$ cat src/rtl/pfl_cfg_sequencer.sv
// pfl_cfg_sequencer: selects a flash page, pulses PFL reconfigure and reset,
// then waits for CONF_DONE with bounded retries and a factory-page fallback.
module pfl_cfg_sequencer #(
    parameter int unsigned NUM_PAGES     = 3,
    parameter int unsigned PAGE_W        = 3,
    parameter int unsigned FACTORY_PAGE  = 0,
    parameter int unsigned RECONF_CYCLES = 24'hFFFFFF,
    parameter int unsigned RST_CYCLES    = 24'hFFFFFF,
    parameter int unsigned WAIT_CYCLES   = 28'hFFFFFFF,
    parameter int unsigned MAX_RETRY     = 1,
    parameter int unsigned CNT_W         = 28
) (
    input  logic              clkin_max_100,
    input  logic              sys_resetn,
    input  logic              max_csn,
    input  logic              mode_direct,
    input  logic [PAGE_W-1:0] page_sel,
    input  logic              fpga_conf_done,
    input  logic              fpga_statusn,
    output logic [PAGE_W-1:0] fpga_pgm,
    output logic              pfl_nreconfigure,
    output logic              pfl_nreset,
    output logic              busy,
    output logic              cfg_ok,
    output logic              cfg_err,
    output logic              fallback,
    output logic [2:0]        retry_cnt,
    output logic [PAGE_W-1:0] cur_page
);

    localparam logic [CNT_W-1:0]  RECONF_LAST = CNT_W'(RECONF_CYCLES - 1);
    localparam logic [CNT_W-1:0]  RST_LAST    = CNT_W'(RST_CYCLES - 1);
    localparam logic [CNT_W-1:0]  WAIT_LAST   = CNT_W'(WAIT_CYCLES - 1);
    localparam logic [PAGE_W-1:0] FACTORY     = PAGE_W'(FACTORY_PAGE);
    localparam logic [PAGE_W-1:0] LAST_PAGE   = PAGE_W'(NUM_PAGES - 1);
    localparam logic [2:0]        RETRY_LIMIT = 3'(MAX_RETRY);

    typedef enum logic [2:0] {
        S_IDLE,
        S_RECONF,
        S_PFL_RST,
        S_WAIT,
        S_DECIDE,
        S_DONE,
        S_ERROR
    } state_t;

    state_t            state, state_nxt;
    logic [CNT_W-1:0]  cnt, cnt_nxt;
    logic [PAGE_W-1:0] pgm_nxt, cur_nxt, next_page;
    logic              nreconf_nxt, nrst_nxt, busy_nxt, ok_nxt, err_nxt, fb_nxt;
    logic [2:0]        retry_nxt;

    logic max_csn_m, max_csn_s, max_csn_d;
    logic fpga_conf_done_m, fpga_conf_done_s;
    logic fpga_statusn_m, fpga_statusn_s;
    logic req;

    // nSTATUS low is normal while the FPGA configures; kept synchronised for observation only
    logic unused_statusn;
    assign unused_statusn = fpga_statusn_s;

    // Two-flop synchronisers for the asynchronous inputs, plus request edge history
    always_ff @(posedge clkin_max_100 or negedge sys_resetn) begin
        if (!sys_resetn) begin
            max_csn_m        <= 1'b1;
            max_csn_s        <= 1'b1;
            max_csn_d        <= 1'b1;
            fpga_conf_done_m <= 1'b0;
            fpga_conf_done_s <= 1'b0;
            fpga_statusn_m   <= 1'b1;
            fpga_statusn_s   <= 1'b1;
        end else begin
            max_csn_m        <= max_csn;
            max_csn_s        <= max_csn_m;
            max_csn_d        <= max_csn_s;
            fpga_conf_done_m <= fpga_conf_done;
            fpga_conf_done_s <= fpga_conf_done_m;
            fpga_statusn_m   <= fpga_statusn;
            fpga_statusn_s   <= fpga_statusn_m;
        end
    end

    assign req       = max_csn_d & ~max_csn_s;
    assign next_page = (cur_page >= LAST_PAGE) ? '0 : cur_page + PAGE_W'(1);

    // State register and all registered outputs
    always_ff @(posedge clkin_max_100 or negedge sys_resetn) begin
        if (!sys_resetn) begin
            state            <= S_IDLE;
            cnt              <= '0;
            fpga_pgm         <= FACTORY;
            pfl_nreconfigure <= 1'b1;
            pfl_nreset       <= 1'b1;
            busy             <= 1'b0;
            cfg_ok           <= 1'b0;
            cfg_err          <= 1'b0;
            fallback         <= 1'b0;
            retry_cnt        <= 3'd0;
            cur_page         <= FACTORY;
        end else begin
            state            <= state_nxt;
            cnt              <= cnt_nxt;
            fpga_pgm         <= pgm_nxt;
            pfl_nreconfigure <= nreconf_nxt;
            pfl_nreset       <= nrst_nxt;
            busy             <= busy_nxt;
            cfg_ok           <= ok_nxt;
            cfg_err          <= err_nxt;
            fallback         <= fb_nxt;
            retry_cnt        <= retry_nxt;
            cur_page         <= cur_nxt;
        end
    end

    // Next-state and next-output logic; the phase counter is cleared on every phase entry
    always_comb begin
        state_nxt   = state;
        cnt_nxt     = cnt;
        pgm_nxt     = fpga_pgm;
        nreconf_nxt = pfl_nreconfigure;
        nrst_nxt    = pfl_nreset;
        busy_nxt    = busy;
        ok_nxt      = cfg_ok;
        err_nxt     = cfg_err;
        fb_nxt      = fallback;
        retry_nxt   = retry_cnt;
        cur_nxt     = cur_page;
        unique case (state)
            S_IDLE: begin
                busy_nxt = 1'b0;
                if (req) begin
                    ok_nxt    = 1'b0;
                    err_nxt   = 1'b0;
                    fb_nxt    = 1'b0;
                    retry_nxt = 3'd0;
                    if (mode_direct && (32'(page_sel) >= NUM_PAGES)) begin
                        err_nxt = 1'b1;
                    end else begin
                        pgm_nxt     = mode_direct ? page_sel : next_page;
                        busy_nxt    = 1'b1;
                        nreconf_nxt = 1'b0;
                        cnt_nxt     = '0;
                        state_nxt   = S_RECONF;
                    end
                end
            end
            S_RECONF: begin
                if (cnt == RECONF_LAST) begin
                    nreconf_nxt = 1'b1;
                    nrst_nxt    = 1'b0;
                    cnt_nxt     = '0;
                    state_nxt   = S_PFL_RST;
                end else begin
                    cnt_nxt = cnt + CNT_W'(1);
                end
            end
            S_PFL_RST: begin
                if (cnt == RST_LAST) begin
                    nrst_nxt  = 1'b1;
                    cnt_nxt   = '0;
                    state_nxt = S_WAIT;
                end else begin
                    cnt_nxt = cnt + CNT_W'(1);
                end
            end
            S_WAIT: begin
                if (fpga_conf_done_s) begin
                    state_nxt = S_DONE;
                end else if (cnt == WAIT_LAST) begin
                    state_nxt = S_DECIDE;
                end else begin
                    cnt_nxt = cnt + CNT_W'(1);
                end
            end
            S_DECIDE: begin
                if (retry_cnt < RETRY_LIMIT) begin
                    retry_nxt   = retry_cnt + 3'd1;
                    nreconf_nxt = 1'b0;
                    cnt_nxt     = '0;
                    state_nxt   = S_RECONF;
                end else if (fpga_pgm != FACTORY) begin
                    pgm_nxt     = FACTORY;
                    fb_nxt      = 1'b1;
                    retry_nxt   = 3'd0;
                    nreconf_nxt = 1'b0;
                    cnt_nxt     = '0;
                    state_nxt   = S_RECONF;
                end else begin
                    state_nxt = S_ERROR;
                end
            end
            S_DONE: begin
                ok_nxt    = 1'b1;
                cur_nxt   = fpga_pgm;
                busy_nxt  = 1'b0;
                state_nxt = S_IDLE;
            end
            S_ERROR: begin
                err_nxt   = 1'b1;
                busy_nxt  = 1'b0;
                state_nxt = S_IDLE;
            end
            default: begin
                state_nxt = S_IDLE;
            end
        endcase
    end

endmodule

$ cat config.mk
export PLATFORM = sky130hd
export DESIGN_NAME = pfl_cfg_sequencer
export DESIGN_NICKNAME = d
export VERILOG_FILES = /design/src/rtl/pfl_cfg_sequencer.sv
export SDC_FILE = /design/constraint.sdc
export NUM_CORES = 1
export LEC_CHECK = 0
export ABC_AREA = 0
export BUFFER_PORTS_ARGS = -buffer_cell sky130_fd_sc_hd__buf_4
export CORE_UTILIZATION = 25
export CTS_BUF_LIST = sky130_fd_sc_hd__clkbuf_8
export DETAILED_ROUTE_END_ITERATION = 8
export PLACE_DENSITY = 0.4
export SLEW_MARGIN = 10
export SYNTH_ARGS = -nofsm -noshare
export SYNTH_HDL_FRONTEND = slang
export SYNTH_SLANG_ARGS = --single-unit
$ cat constraint.sdc
create_clock -name clkin_max_100 -period 3 [get_ports clkin_max_100]
set_clock_uncertainty 0.1 [all_clocks]
set_input_delay 0.15 -clock clkin_max_100 [delete_from_list [all_inputs] [get_ports clkin_max_100]]
set_output_delay 0.15 -clock clkin_max_100 [all_outputs]
set_load 0.01 [all_outputs]
=== Word level (Yosys, flattened, before mapping) ===
Index checks and enable logic that the tools add are counted.

* Word-level logic and storage cells: 109
* Register bits: 51
* Input bits: 9
* Output and inout bits: 15

* Reductions and logical operators: 21
* Order comparisons: 3
* $add $sub $neg: 3
* Eq/ne operators: 18
* Bitwise gates (word level): 2
* Muxes and demuxes: 46

{| class="wikitable"
|+ Operators with widths
! operator !! count
|-
| two-way mux 28 bit || 7
|-
| one-hot mux 28 bit (4 select lines) || 1
|-
| two-way mux 3 bit || 16
|-
| adder 28 x 1 -> 28 bit, second input constant || 1
|-
| equality test 28 x 24 -> 1 bit, second input constant || 1
|-
| equality test 28 bit, second input constant || 1
|-
| != test 2 bit, second input constant || 8
|-
| one-hot mux 3 bit (5 select lines) || 1
|-
| AND reduction 5 bit || 3
|-
| two-way mux 1 bit || 13
|-
| one-hot mux 3 bit (2 select lines) || 2
|-
| one-hot mux 1 bit (2 select lines) || 5
|-
| nonzero test 2 bit || 5
|-
| equality test 3 bit, second input constant || 3
|-
| adder 3 x 1 -> 3 bit, second input constant || 2
|-
| equality test 3 x 2 -> 1 bit, second input constant || 2
|-
| >= comparator 3 x 2 -> 1 bit, second input constant || 2
|-
| != test 3 bit, second input constant || 2
|-
| AND reduction 3 bit || 2
|-
| AND reduction 6 bit || 1
|-
| nonzero test 3 bit || 2
|-
| AND reduction 2 bit || 2
|-
| AND reduction 4 bit || 1
|-
| nonzero test 4 bit || 1
|-
| other kinds (8) || 9
|}

=== Longest topological paths before layout ===
* Depth in word-level cells: 6
* Mapped depth: 10
* Gate-level depth less buffers: 8

=== Least setup slack after synthesis ===
No wires, ideal clock.

* Path kind: register to register
* Start point: register cnt[0]
* End point: register state[0]
* Data required time: 2.772 ns
* Cell stages (with the launch flop): 9
* Library setup time: 0.128 ns
* Clock period less this slack: 2.400 ns
* Data arrival time: 2.173 ns
* Path buffers: 0
* Setup slack: 0.600 ns
* Cells stage by stage: dfrtp_1 -> inv_1 -> ha_1 -> inv_1 -> or3_4 -> nor4_2 -> nor3_1 -> a311oi_2 -> mux2_1

* Word-level cells in the longest chain between the ends: 3
* Elaborated cells between the ends (all ways): 6
* Classes of those cells: eq/ne: 5; reduce/logical: 1

{| class="wikitable"
|+ Ends and longest elaborated chain
! what !! line !! RTL
|-
| start, declared || 49 || <nowiki>logic [CNT_W-1:0] cnt, cnt_nxt;</nowiki>
|-
| start signal, assigned || 103 || <nowiki>cnt <= cnt_nxt;</nowiki>
|-
| equality test 28 bit / equality test 28 x 24 -> 1 bit (equally long branches) || 170, 149, 159 ||
|-
| != test 3 bit (no line) / != test 2 bit (equally long branches) || -- ||
|-
| AND reduction 5 bit (no line) (*) || -- ||
|-
| end signal, assigned || 102 || <nowiki>state <= state_nxt;</nowiki>
|-
| end, declared || 48 || <nowiki>state_t state, state_nxt;</nowiki>
|}

Every way passes the cells marked *; elsewhere a longest branch is shown, timed or not.
A chain may end at the register's enable or synchronous reset.

=== Worst setup path in the final report ===
* Start point: register cnt[7]
* End point: register cnt[23]

* Word-level cells in the longest chain between the ends: 4
* Elaborated cells between the ends (all ways): 9
* Classes of those cells: add/sub: 1; eq/ne: 3; mux: 4; reduce/logical: 1

{| class="wikitable"
|+ Ends and longest elaborated chain
! what !! line !! RTL
|-
| adder 28 x 1 -> 28 bit || 155, 164, 173 ||
|-
| two-way mux 28 bit || 170 || <nowiki>end else if (cnt == WAIT_LAST) begin</nowiki>
|-
| two-way mux 28 bit || 168 || <nowiki>if (fpga_conf_done_s) begin</nowiki>
|-
| one-hot mux 28 bit (4 select lines) || 129 || <nowiki>unique case (state)</nowiki>
|}

Parallel ways exist; a longest one is shown, timed or not. The select of a mux whose other input is x is not followed.

==> impl_metrics.py <==
metrics = {
    "power": {
        "intPower_mw": 1.31,
        "seqPwrFrac_pct": 42.2,
        "combPwrFrac_pct": 38.8,
        "p_total_mw": 2.12,
        "p_switching_mw": 0.812,
        "p_leak_nw": 1.43,
        "clock_power_share_pct": 19.0,
        "ir_drop_mv": 0.240,
        "p_per_area_nw_per_um2": 638,
        "switching_share_pct": 38.2,
    },
    "critical_path": {
        "path_delay_family": "compound AO/OA/AOI/OAI gates",
        "crit_buf_inv": 1,
        "slowest_delay_ps": 570,
        "cp.required_ps": 3070,
        "crit_type": "reg2reg",
        "crit_path_top_delay_cell": "o41a_1",
        "worstSetupEndpointType": "register",
        "worstSetupStartpointType": "register",
        "rrSetupSlack_ps": 300,
        "path_max_fanout": 9,
        "crit_chain": "and4_1, nand4_1, o41a_1, o211ai_4, nand2b_1, buf_4, o311ai_0",
        "critPathArrivalTime_ps": 2770,
    },
    "timing": {
        "tns_ps": 0,
        "fmax_ghz": 0.370,
        "setup_violations": 0,
        "worst-slew-pin-transition_ps": 691,
        "timing_hold_violations_final": 0,
        "fin_crit_sh_pct": 90.0,
        "rsz0062_at_grt": "no",
        "min_period_ps": 2700,
        "relSlewSlack_pct": 54.0,
        "drv_slew": 0,
    },
    "synth": {
        "ys_ff_latch": 51,
        "ys_seq_area_share_pct": 45.7,
        "async_flop_share_pct": 100,
        "synth_edf_count": 0,
        "postSynthCellCount": 304,
        "yosysWarnings": 0,
        "syn-num-nets": 318,
        "yosysUniqueCellTypes": 52,
        "ys.flop_type": "dfrtp_1",
        "synth_area_um2": 2810,
        "avgSynthCellArea_um2": 9.23,
    },
    "run": {
        "maxCapViolations": 0,
    },
    "detailed_routing": {
        "first_pass_iters": 5,
        "vias": 2308,
        "drc": 0,
        "totalWireLength_um": 6880,
        "wl_per_cell_um": 14.4,
        "ant_nets": 0,
        "vias_per_cell": 4.83,
        "initialDrtViolationCount": 80,
    },
    "floorplanning": {
        "io_pins": 24,
        "core_um2": 10900,
        "die_w_um": 108,
        "fp-row-count": 38,
        "die_area_um2": 11700,
        "die_height_um": 108,
        "initial_core_util_pct": 25.8,
    },
    "place": {
        "dp.cells": 467,
        "gp_routability_congestion": 0.724,
        "io_buffers": 22,
        "hpwl_um": 4740,
        "dpl_cell_area_um2": 3210,
    },
    "cts": {
        "numCtsBuffers": 5,
        "root_buffer": "clkbuf_8",
        "cts_tree": "built",
        "path_clk_slew_ps": 90,
        "cts_buffer_depth": 2,
        "cts.sinks": 51,
        "ctsResizeCount": 0,
        "clk_latency_ps": 310,
        "h-tree-depth": 2,
    },
    "finish": {
        "finalInstanceArea_um2": 3330,
        "num-fill-cells": 1152,
        "layout_common_cells": "dfrtp_1, nand2_1, buf_4, nor2_1, nand3_1",
        "stdcell_count": 478,
        "drive_gt1_share_pct": 18.6,
        "areaGrowthSynthToFinish_pct": 18.7,
        "n_antenna_cell": 0,
        "layout_commonest_cell": "dfrtp_1",
        "nNetsFinal": 351,
        "fin_util_pct": 30.6,
    },
    "global_route": {
        "grt_usage_pct": 12.9,
        "grt_pass1_wl_um": 11800,
        "antenna_found_initial": 0,
        "grt_overflow": 0,
        "grt_max_degree": 52,
        "first_global_vias": 2297,
    },
    "hold_path": {
        "hold_path_class": "in2reg",
    },
    "run_status": {
        "outcome": "complete, no violations",
    },
}
routing by layer:
layer / up-vias / share of wire (%) / global-route usage, %
li1: 1184 / - / -
met5: - / 0 / 0
met2: 19 / 43 / 19.2
met4: 0 / 1.1 / 3.52
met1: 1100 / 54 / 19.2
met3: 5 / 1.9 / 1.99
layout make-up:
type,count,area [um2],share of cell area (%)
multi-input combinational,225,1400,42.0
inverter,14,52.6,1.58
clock buffer,5,68.8,2.07
sequential,51,1280,38.5
clock inverter,3,20.0,0.601
tap,140,175,5.26
timing repair buffer,40,333,9.99
power by group through the flow:
stage / clock network (mW) / registers [mW] / logic (mW)
after floorplan: 0 / 0.890 / 0.550
after CTS: 0.435 / 0.897 / 0.836
after global placement: 0 / 0.909 / 0.822
final: 0.404 / 0.897 / 0.824
after detailed placement: 0 / 0.912 / 0.829
after global routing: 0.459 / 0.917 / 0.924
sequential cells by signal (all words and copies together) (netlist names), 3 cells and up:
signal	flops
cnt	28
cur_page	3
fpga_pgm	3
retry_cnt	3
state	3
logic make-up (layout without fill, tap and decap cells):
kind of cell             count (synthesis)  count (layout)  share of synthesized area, %
AO/OA/AOI/OAI                           83              83                          22.0
XOR/XNOR                                 1               1                         0.312
adder cells (fa/ha/maj)                  5               5                          2.23
buffers and inverters                   28              62                          4.55
flip-flops                              51              51                          45.7
multiplexers                             4               4                          1.60
AND/OR/NAND/NOR                        132             132                          23.6
repair_timing:
action,in CTS,in global routing
setup buffers,0,0
hold buffers,3,0
endpoints found under the hold margin,48,0
tightest hold or removal path: stages:
cell	delay [ps]
buf_4	110
or4_1	140
o41ai_1	70
cell usage after synthesis (2+ instances only):
| master | number | area share [%] |
|---|---|---|
| a21oi_1 | 14 | 2.5 |
| buf_2 | 3 | 0.53 |
| nor4_1 | 2 | 0.45 |
| buf_4 | 3 | 0.80 |
| o311ai_0 | 3 | 0.94 |
| or2_2 | 2 | 0.45 |
| o21ai_1 | 3 | 0.53 |
| clkbuf_1 | 6 | 0.80 |
| o21ai_0 | 11 | 2.0 |
| nand3_1 | 25 | 4.5 |
| nand4_1 | 6 | 1.3 |
| nand2_1 | 39 | 5.2 |
| a21o_1 | 12 | 3.2 |
| o22ai_1 | 4 | 0.89 |
| and4_1 | 3 | 0.94 |
| or3_1 | 6 | 1.3 |
| nand2b_1 | 3 | 0.67 |
| a22o_1 | 18 | 5.6 |
| ha_1 | 5 | 2.2 |
| dfstp_2 | 5 | 4.7 |
| dfrtp_1 | 46 | 41 |
| nor2b_1 | 4 | 0.89 |
| o41ai_1 | 3 | 0.94 |
| nor2_1 | 26 | 3.5 |
| mux2_2 | 3 | 1.2 |
| nor3_1 | 5 | 0.89 |
| and3_1 | 2 | 0.45 |
| inv_1 | 14 | 1.9 |
| o311ai_1 | 5 | 1.6 |
per-stage QoR:
step	setup slack [ps]	hold slack (ps)
after floorplan	600	-246
after CTS	272	83.6
after global placement	334	152
after global routing	139	112
after detailed placement	291	159
final	300	90.2
final timing paths:
kind / startpoint / cells after the start / to
min in group asynchronous: sys_resetn / 2 / cnt[19]
setup reg to reg: cnt[7] / 7 / cnt[23]
setup / recovery: cnt[7] / 7 / cnt[23]
hold / removal: mode_direct / 3 / fpga_pgm[2]
hold reg to reg: fpga_conf_done_m / 0 / fpga_conf_done_s
max in group asynchronous: sys_resetn / 2 / busy
(Power assumes the default switching activity.)
